$ cat src/rtl/addatone_spi_pkg.sv
// Shared definitions for the ADC control-link SPI master and its receiver.
package addatone_spi_pkg;

  localparam int ADC_WORD_BITS = 16;
  localparam int ADC_NUM_WORDS = 4;

  typedef enum logic [2:0] {
    ST_IDLE,
    ST_SETUP,
    ST_HIGH,
    ST_LOW,
    ST_HOLD,
    ST_GAP
  } spi_state_t;

  function automatic int max3(input int a, input int b, input int c);
    int m;
    m = (a > b) ? a : b;
    return (m > c) ? m : c;
  endfunction

  // Width that holds 0..max_val-1; never narrower than one bit.
  function automatic int cnt_width(input int max_val);
    return (max_val > 1) ? $clog2(max_val) : 1;
  endfunction

endpackage

$ cat src/rtl/spi_phase_timer.sv
// Loadable down-counter; o_tc is high once the count has reached zero.
// Loading N-1 gives a phase that lasts exactly N cycles.
module spi_phase_timer #(
  parameter int W = 2
) (
  input  logic         i_Clock,
  input  logic         reset,
  input  logic         i_load,
  input  logic [W-1:0] i_load_val,
  output logic         o_tc
);

  logic [W-1:0] r_cnt;

  // Load on request, otherwise count down and park at zero.
  always_ff @(posedge i_Clock) begin
    if (reset) begin
      r_cnt <= '0;
    end else if (i_load) begin
      r_cnt <= i_load_val;
    end else if (r_cnt != '0) begin
      r_cnt <= r_cnt - W'(1);
    end
  end

  assign o_tc = (r_cnt == '0);

endmodule

$ cat src/rtl/adc_spi_master.sv
// SPI master for the ADC control link: CS-framed, SCK idle low, MSB first,
// MOSI only changes while SCK is low so it is stable at every SCK rise.
//
// state    | meaning
// ---------+----------------------------------------------------------
// ST_IDLE  | CS high, waiting for i_Start
// ST_SETUP | CS low, SCK low, first bit on MOSI, CS_SETUP cycles
// ST_HIGH  | SCK high for CLK_DIV cycles (receiver samples here)
// ST_LOW   | SCK low for CLK_DIV cycles, next bit presented on entry
// ST_HOLD  | SCK low after the last bit, MOSI held, CLK_DIV cycles
// ST_GAP   | CS high, still busy, CS_IDLE cycles before Done
module adc_spi_master
  import addatone_spi_pkg::*;
#(
  parameter int CLK_DIV   = 4,
  parameter int WORD_BITS = ADC_WORD_BITS,
  parameter int NUM_WORDS = ADC_NUM_WORDS,
  parameter int CS_SETUP  = 2,
  parameter int CS_IDLE   = 4
) (
  input  logic                           i_Clock,
  input  logic                           reset,
  input  logic                           i_Start,
  input  logic [WORD_BITS*NUM_WORDS-1:0] i_Data,
  output logic                           o_Busy,
  output logic                           o_Done,
  output logic                           o_ADC_Data,
  output logic                           o_ADC_Clock,
  output logic                           o_ADC_CS
);

  localparam int TOTAL_BITS = WORD_BITS * NUM_WORDS;
  localparam int BIT_W      = (TOTAL_BITS > 1) ? $clog2(TOTAL_BITS) : 1;
  localparam int TMR_W      = cnt_width(max3(CLK_DIV, CS_SETUP, CS_IDLE));

  localparam logic [TMR_W-1:0] L_DIV   = TMR_W'(CLK_DIV - 1);
  localparam logic [TMR_W-1:0] L_SETUP = TMR_W'(CS_SETUP - 1);
  localparam logic [TMR_W-1:0] L_IDLE  = TMR_W'(CS_IDLE - 1);
  localparam logic [BIT_W-1:0] L_BITS  = BIT_W'(TOTAL_BITS - 1);

  spi_state_t              r_state;
  spi_state_t              w_state_nxt;
  logic [TOTAL_BITS-1:0]   r_shift;
  logic [BIT_W-1:0]        r_bits_left;
  logic                    r_cs;
  logic                    r_sck;
  logic                    r_mosi;
  logic                    r_busy;
  logic                    r_done;

  logic                    w_tmr_load;
  logic [TMR_W-1:0]        w_tmr_val;
  logic                    w_tmr_tc;
  logic                    w_accept;
  logic                    w_shift;
  logic                    w_cs_release;
  logic                    w_frame_end;
  logic                    w_sck_nxt;

  spi_phase_timer #(.W(TMR_W)) u_timer (
    .i_Clock    (i_Clock),
    .reset      (reset),
    .i_load     (w_tmr_load),
    .i_load_val (w_tmr_val),
    .o_tc       (w_tmr_tc)
  );

  // Next-state decode; every phase change reloads the timer for the new phase.
  always_comb begin
    w_state_nxt  = r_state;
    w_tmr_load   = 1'b0;
    w_tmr_val    = '0;
    w_accept     = 1'b0;
    w_shift      = 1'b0;
    w_cs_release = 1'b0;
    w_frame_end  = 1'b0;
    w_sck_nxt    = r_sck;
    case (r_state)
      ST_IDLE: if (i_Start) begin
        w_accept    = 1'b1;
        w_tmr_load  = 1'b1;
        w_tmr_val   = L_SETUP;
        w_state_nxt = ST_SETUP;
      end
      ST_SETUP: if (w_tmr_tc) begin
        w_tmr_load  = 1'b1;
        w_tmr_val   = L_DIV;
        w_sck_nxt   = 1'b1;
        w_state_nxt = ST_HIGH;
      end
      ST_HIGH: if (w_tmr_tc) begin
        w_tmr_load = 1'b1;
        w_tmr_val  = L_DIV;
        w_sck_nxt  = 1'b0;
        if (r_bits_left == '0) begin
          w_state_nxt = ST_HOLD;
        end else begin
          w_shift     = 1'b1;
          w_state_nxt = ST_LOW;
        end
      end
      ST_LOW: if (w_tmr_tc) begin
        w_tmr_load  = 1'b1;
        w_tmr_val   = L_DIV;
        w_sck_nxt   = 1'b1;
        w_state_nxt = ST_HIGH;
      end
      ST_HOLD: if (w_tmr_tc) begin
        w_tmr_load   = 1'b1;
        w_tmr_val    = L_IDLE;
        w_cs_release = 1'b1;
        w_state_nxt  = ST_GAP;
      end
      ST_GAP: if (w_tmr_tc) begin
        w_frame_end = 1'b1;
        w_state_nxt = ST_IDLE;
      end
      default: w_state_nxt = ST_IDLE;
    endcase
  end

  // State, payload shifter and registered line drivers.
  always_ff @(posedge i_Clock) begin
    if (reset) begin
      r_state     <= ST_IDLE;
      r_shift     <= '0;
      r_bits_left <= '0;
      r_cs        <= 1'b1;
      r_sck       <= 1'b0;
      r_mosi      <= 1'b0;
      r_busy      <= 1'b0;
      r_done      <= 1'b0;
    end else begin
      r_state <= w_state_nxt;
      r_sck   <= w_sck_nxt;
      r_done  <= w_frame_end;
      if (w_accept) begin
        r_shift     <= i_Data;
        r_bits_left <= L_BITS;
        r_mosi      <= i_Data[TOTAL_BITS-1];
        r_cs        <= 1'b0;
        r_busy      <= 1'b1;
      end
      if (w_shift) begin
        r_shift     <= r_shift << 1;
        r_bits_left <= r_bits_left - BIT_W'(1);
        r_mosi      <= r_shift[TOTAL_BITS-2];
      end
      if (w_cs_release) begin
        r_cs   <= 1'b1;
        r_mosi <= 1'b0;
      end
      if (w_frame_end) begin
        r_busy <= 1'b0;
      end
    end
  end

  assign o_ADC_CS    = r_cs;
  assign o_ADC_Clock = r_sck;
  assign o_ADC_Data  = r_mosi;
  assign o_Busy      = r_busy;
  assign o_Done      = r_done;

endmodule

$ cat config.mk
export PLATFORM = sky130hd
export DESIGN_NAME = adc_spi_master
export DESIGN_NICKNAME = d
export VERILOG_FILES = /design/src/rtl/addatone_spi_pkg.sv /design/src/rtl/spi_phase_timer.sv /design/src/rtl/adc_spi_master.sv
export SDC_FILE = /design/constraint.sdc
export NUM_CORES = 1
export LEC_CHECK = 0
export BUFFER_PORTS_ARGS = -buffer_cell sky130_fd_sc_hd__clkbuf_2
export CORE_AREA = 3 3 115 117
export CTS_CLUSTER_DIAMETER = 100
export DETAILED_ROUTE_END_ITERATION = 8
export DIE_AREA = 0 0 118 120
export MAX_ROUTING_LAYER = met4
export PLACE_DENSITY_LB_ADDON = 0.3
export SETUP_SLACK_MARGIN = 0.3
export SLEW_MARGIN = 40
export SYNTH_ARGS = -nofsm -noshare
export SYNTH_HDL_FRONTEND = slang
export SYNTH_SLANG_ARGS = --single-unit
$ cat constraint.sdc
create_clock -name i_Clock -period 5 [get_ports i_Clock]
set_input_delay 1 -clock i_Clock [delete_from_list [all_inputs] [get_ports i_Clock]]
set_output_delay 1 -clock i_Clock [all_outputs]
set_load 0.02 [all_outputs]
Yosys cells after proc, flatten, opt, wreduce, memory -nomap -nowiden:

Cells that the tools add are included.
Widths: inputs -> output; s select.

* flip-flop bits (word level): 79
* input port bits: 67
* output and inout port bits: 5
* logic and storage cells: 66

* add/sub/neg operators: 2
* equal/unequal tests: 10
* mux-type cells: 30
* reductions and logical operators: 14

Operators with widths (count)
* $mux 63: 2
* $mux 3: 6
* $pmux 3 s5: 1
* $mux 1: 13
* $mux 6: 2
* $ne 2x1->1 const B: 4
* $reduce_bool 2->1: 4
* $reduce_or 2->1: 4
* $eq 3x2->1 const B: 2
* $eq 3x3->1 const B: 2
* $logic_not 6->1: 1
* $mux 2: 3
* $sub 6x1->6 const B: 1
* $reduce_and 5->1: 1
* $pmux 1 s2: 2
* $pmux 2 s2: 1
* $reduce_or 4->1: 1
* $eq 3x1->1 const B: 1
* $logic_not 3->1: 1
* $reduce_and 3->1: 1
* $logic_not 2->1: 1
* $ne 2x2->1 const B: 1
* $sub 2x1->2 const B: 1

Longest topological paths before layout:

* depth in word-level cells: 5
* gate-level depth with buffers: 10
* mapped depth without buffers: 6

Modules after synthesis:

Synthesis repeated with hierarchy kept, for this count alone.

* cells, all modules: 375
* area total of the unflattened synthesis: 3632.2 um^2

By module, submodules not included
* adc_spi_master: instances 1, cells an instance 363, area an instance 3510.9 um^2, sequential area each 1541.5 um^2
* spi_phase_timer: instances 1, cells an instance 12, area an instance 121.4 um^2, sequential area each 40.0 um^2

Worst setup path before layout:

No wires, ideal clock.

* path kind: input port to flip-flop
* start: input reset
* end: register r_bits_left[0]
* setup time: 0.143 ns
* data arrival time: 1.901 ns
* required time: 4.857 ns
* slack: 2.956 ns
* cell stages on the path: 4
* path buffers: 3
* path through: clkbuf_1 clkbuf_1 clkbuf_1 a211oi_1

RTL lines
* from (decl): RTL line adc_spi_master.sv:22 `input logic reset,`
* to (signal assigned): RTL line adc_spi_master.sv:146 `r_bits_left <= r_bits_left - BIT_W'(1);`
* to (decl): RTL line adc_spi_master.sv:44 `logic [BIT_W-1:0] r_bits_left;`

No word-level cell between the ends.

Final worst setup path:

* start: register u_timer.r_cnt[0]
* end: register r_shift[35]

* longest elaborated chain between the ends: 4
* elaborated cells between the ends (all ways): 5
* classes of those cells: 3 x mux; 2 x reduce/logical

RTL lines
* from (decl): RTL line spi_phase_timer.sv:13 `logic [W-1:0] r_cnt;`
* from (signal assigned): RTL line spi_phase_timer.sv:20 `r_cnt <= i_load_val;`
* from (signal assigned): RTL line spi_phase_timer.sv:22 `r_cnt <= r_cnt - W'(1);`
* $logic_not 2->1 (*): RTL line spi_phase_timer.sv:26 `assign o_tc = (r_cnt == '0);`
* $mux 1 (*): RTL line adc_spi_master.sv:91 `ST_HIGH: if (w_tmr_tc) begin`
* $mux 1 (*): RTL line adc_spi_master.sv:78 `case (r_state)`
* $mux 63 / $reduce_bool 2->1 (equally long branches)
* to (signal assigned): RTL line adc_spi_master.sv:138 `r_shift <= i_Data;`
* to (signal assigned): RTL line adc_spi_master.sv:145 `r_shift <= r_shift << 1;`
* to (decl): RTL line adc_spi_master.sv:43 `logic [TOTAL_BITS-1:0] r_shift;`

Mark *: on every way between the ends. The rest lies on a longest branch, timed or not.
A chain may end at the register's enable or synchronous reset.

==> metrics.md <==
| Metric | Value |
|---|---|
| Status | `completed` |
| Slew @ Worst Pin | `766 ps` |
| Post-Route WL | `8920 um` |
| Critical Path Slowest Stage Cell | `o31a_4` |
| Most frequent cells in the layout | `dfxtp_1, nor2_1, clkbuf_2, nand2_1, a21oi_1` |
| Commonest non-fill, non-tap cell in the layout | `dfxtp_1` |
| Final Hold Viols | `0` |
| DRC errors left | `0` |
| Top Ports | `72` |
| GR Util All Layers | `13.5%` |
| Fin crit share | `53.2%` |
| Routed vias/inst | `4.84` |
| Initial DRC count | `255` |
| Global-route wire length before repair | `15200 um` |
| Worst min path class | `reg -> reg` |
| Clk buf depth | `2` |
| PortBufs | `71` |
| Worst vdd ir | `0.000212 V` |
| Initial antenna violation count | `0` |
| Crit-path cells | `inv_1 > ha_1 > and4bb_1 > o31a_4 > buf_4 > a21oi_1 > a211oi_1` |
| Setup tns final | `0 ps` |
| Unrepaired setup endpoints after global routing | `no` |
| Buf+Inv Stages, Crit Path | `2` |
| Leakage | `1.78 nW` |
| Via count | `3233` |
| Vias in the first global route | `3242` |
| Mean Syn Cell Area | `8.20 um^2` |
| HPWL Detailed | `5520 um` |
| Setup slack after layout | `2340 ps` |
| Final worst path period need | `2660 ps` |
| Syn Nets | `515` |
| Skew-Pair Late Insertion Delay | `340 ps` |
| Pre-antenna DRT Iters | `4` |
| Largest net degree at the start of global routing | `68` |
| Clock skew | `7.57 ps` |
| Gate Count Post-Synth | `446` |
| Relative slew slack | `48.9%` |
| Crit-path max FO | `43` |
| DRT antenna net count | `0` |
| Register-to-Register Setup Slack | `2340 ps` |
| Post-CTS resize count | `0` |
| Yosys reg bits | `79` |
| Yosys cell types | `39` |
| Post-place setup slack | `2150 ps` |
| Layout cells sized above 1 | `24.2%` |
| Syn-to-layout area delta | `19.5%` |
| Largest delay share family, worst path | `compound AO/OA/AOI/OAI gates` |
| DR WL/cell | `13.4 um` |
| Worst Setup End Kind | `flip-flop` |
| Root Buffer | `clkbuf_16` |
| Grt total ovfl | `0` |
| N_diodes | `0` |
| WS Path Type | `reg -> reg` |
| CTS buffer count | `9` |
| CP Data Required Time | `5240 ps` |
| Gp weighted congestion | `0.737` |
| Core Footprint | `12500 um^2` |
| Clock slew at reported path FFs | `60 ps` |
| Post-cts hold buffer count | `0` |
| Clk sinks | `79` |
| H-Tree Depth | `3` |
| Max-slew violations | `0` |
| # nets final | `560` |
| Initial cell density of the core | `29.3%` |
| Max frequency | `376 MHz` |
| Syn. warnings | `0` |
| Crit path DAT | `2900 ps` |
| Seq/Total Area, Yosys | `43.2%` |
| Horiz. Die Dim | `118 um` |
| Die area | `14200 um^2` |
| Startpoint types | `flip-flop` |
| Die H | `120 um` |
| Max Cap Viol | `0` |
| # setup viols final | `0` |
| Post-CTS Setup Inserts | `0` |
| Cell row count | `41` |
| Mapped Area | `3660 um^2` |
| Power per cell area | `555 nW/um^2` |
| Crit path largest cell delay | `540 ps` |
| CTS tree | `built` |
[where the power goes]
group,total (mW),internal [mW],leakage (nW),switching [mW]
Combinational,0.767,0.313,0.970,0.454
Sequential,0.952,0.815,0.649,0.137
Clock,0.709,0.449,0.162,0.260
[layer usage]
| metal | wire (um) | GRT usage, % | vias to the layer above | share of wire, % |
|---|---|---|---|---|
| li1 | - | - | 1655 | - |
| met1 | 4220 | 16.2 | 1517 | 47 |
| met2 | 4210 | 21.8 | 49 | 47 |
| met3 | 386 | 3.53 | 12 | 4.3 |
| met4 | 111 | 5.05 | 0 | 1.2 |
| met5 | 0 | - | - | 0 |
[per-stage QoR]
stage	cells	area, um^2	hold slack (ps)	util (%)	power, mW
4_1_cts	668	4370	473	35.1	2.46
6_report	668	4370	467	35.1	2.43
3_3_place_gp	652	4040	458	32.4	1.71
5_1_grt	668	4370	486	35.1	2.61
2_1_floorplan	446	3660	459	-	1.58
3_5_place_dp	652	4050	463	32.5	1.74
[worst reg2reg max path: cells and delay by family (launching register included)]
family / cells / cell delay, ps
DFF: 1 / 300
buffers and inverters: 2 / 480
adders and majority gates: 1 / 420
and+or+nand+nor: 1 / 470
AOI/OAI and AO/OA: 3 / 900
[registers in the layout, summed over array words and instances, names as in the netlist]
register,cells
o_ADC_CS,1
o_ADC_Clock,1
o_ADC_Data,1
o_Busy,1
o_Done,1
r_bits_left,6
r_shift,63
r_state,3
u_timer.r_cnt,2
[final timing paths]
path | cells past startpoint | startpoint | end
worst max-delay path | 7 | u_timer.r_cnt[0] | r_shift[35]
worst min-delay path | 2 | o_ADC_CS | o_ADC_CS
worst max register to register | 7 | u_timer.r_cnt[0] | r_shift[35]
worst min register to register | 2 | o_ADC_CS | o_ADC_CS
[cell families (layout without fill, tap and decap cells)]
group / count (synthesis) / in the layout / synth area share [%]
and+or+nand+nor: 160 / 160 / 18.3
AOI/OAI and AO/OA: 152 / 152 / 29.2
DFF: 79 / 79 / 43.2
buffers and inverters: 47 / 97 / 6.87
muxes: 4 / 4 / 1.16
adders and majority gates: 2 / 2 / 0.684
xor gates and xnor gates: 2 / 2 / 0.479
[final cells by class]
type	instances	area [um^2]
multi-input combinational	320	1830
timing repair buffer	77	403
inverter	4	15.0
clock inverter	6	83.8
tap	172	215
sequential	79	1580
clock buffer	10	239
fill	1322	8090
[synth_stat cells, drive strengths merged]
cell	number	area, um^2
nor3b	1	7.51
o31ai	2	28.8
buf	21	154
o22a	1	8.76
a221oi	2	17.5
a21bo	1	10.0
mux2	2	22.5
or3	1	6.26
a31oi	3	18.8
xnor2	1	8.76
o31a	1	8.76
inv	4	15.0
nor3	12	60.1
ha	2	25.0
a211oi	65	538
clkbuf	22	82.6
a21oi	68	378
nand2	68	255
and4bb	1	12.5
or3b	1	11.3
nor2	72	270
o21ai	4	20.0
o21a	2	15.0
a311oi	1	8.76
nor4b	1	23.8
nor4bb	1	10.0
nand2b	1	6.26
nand3b	1	7.51
xor2	1	8.76
dfxtp	79	1580
mux2i	2	20.0
a21o	1	7.51
o311a	1	10.0
(Power assumes the default switching activity.)
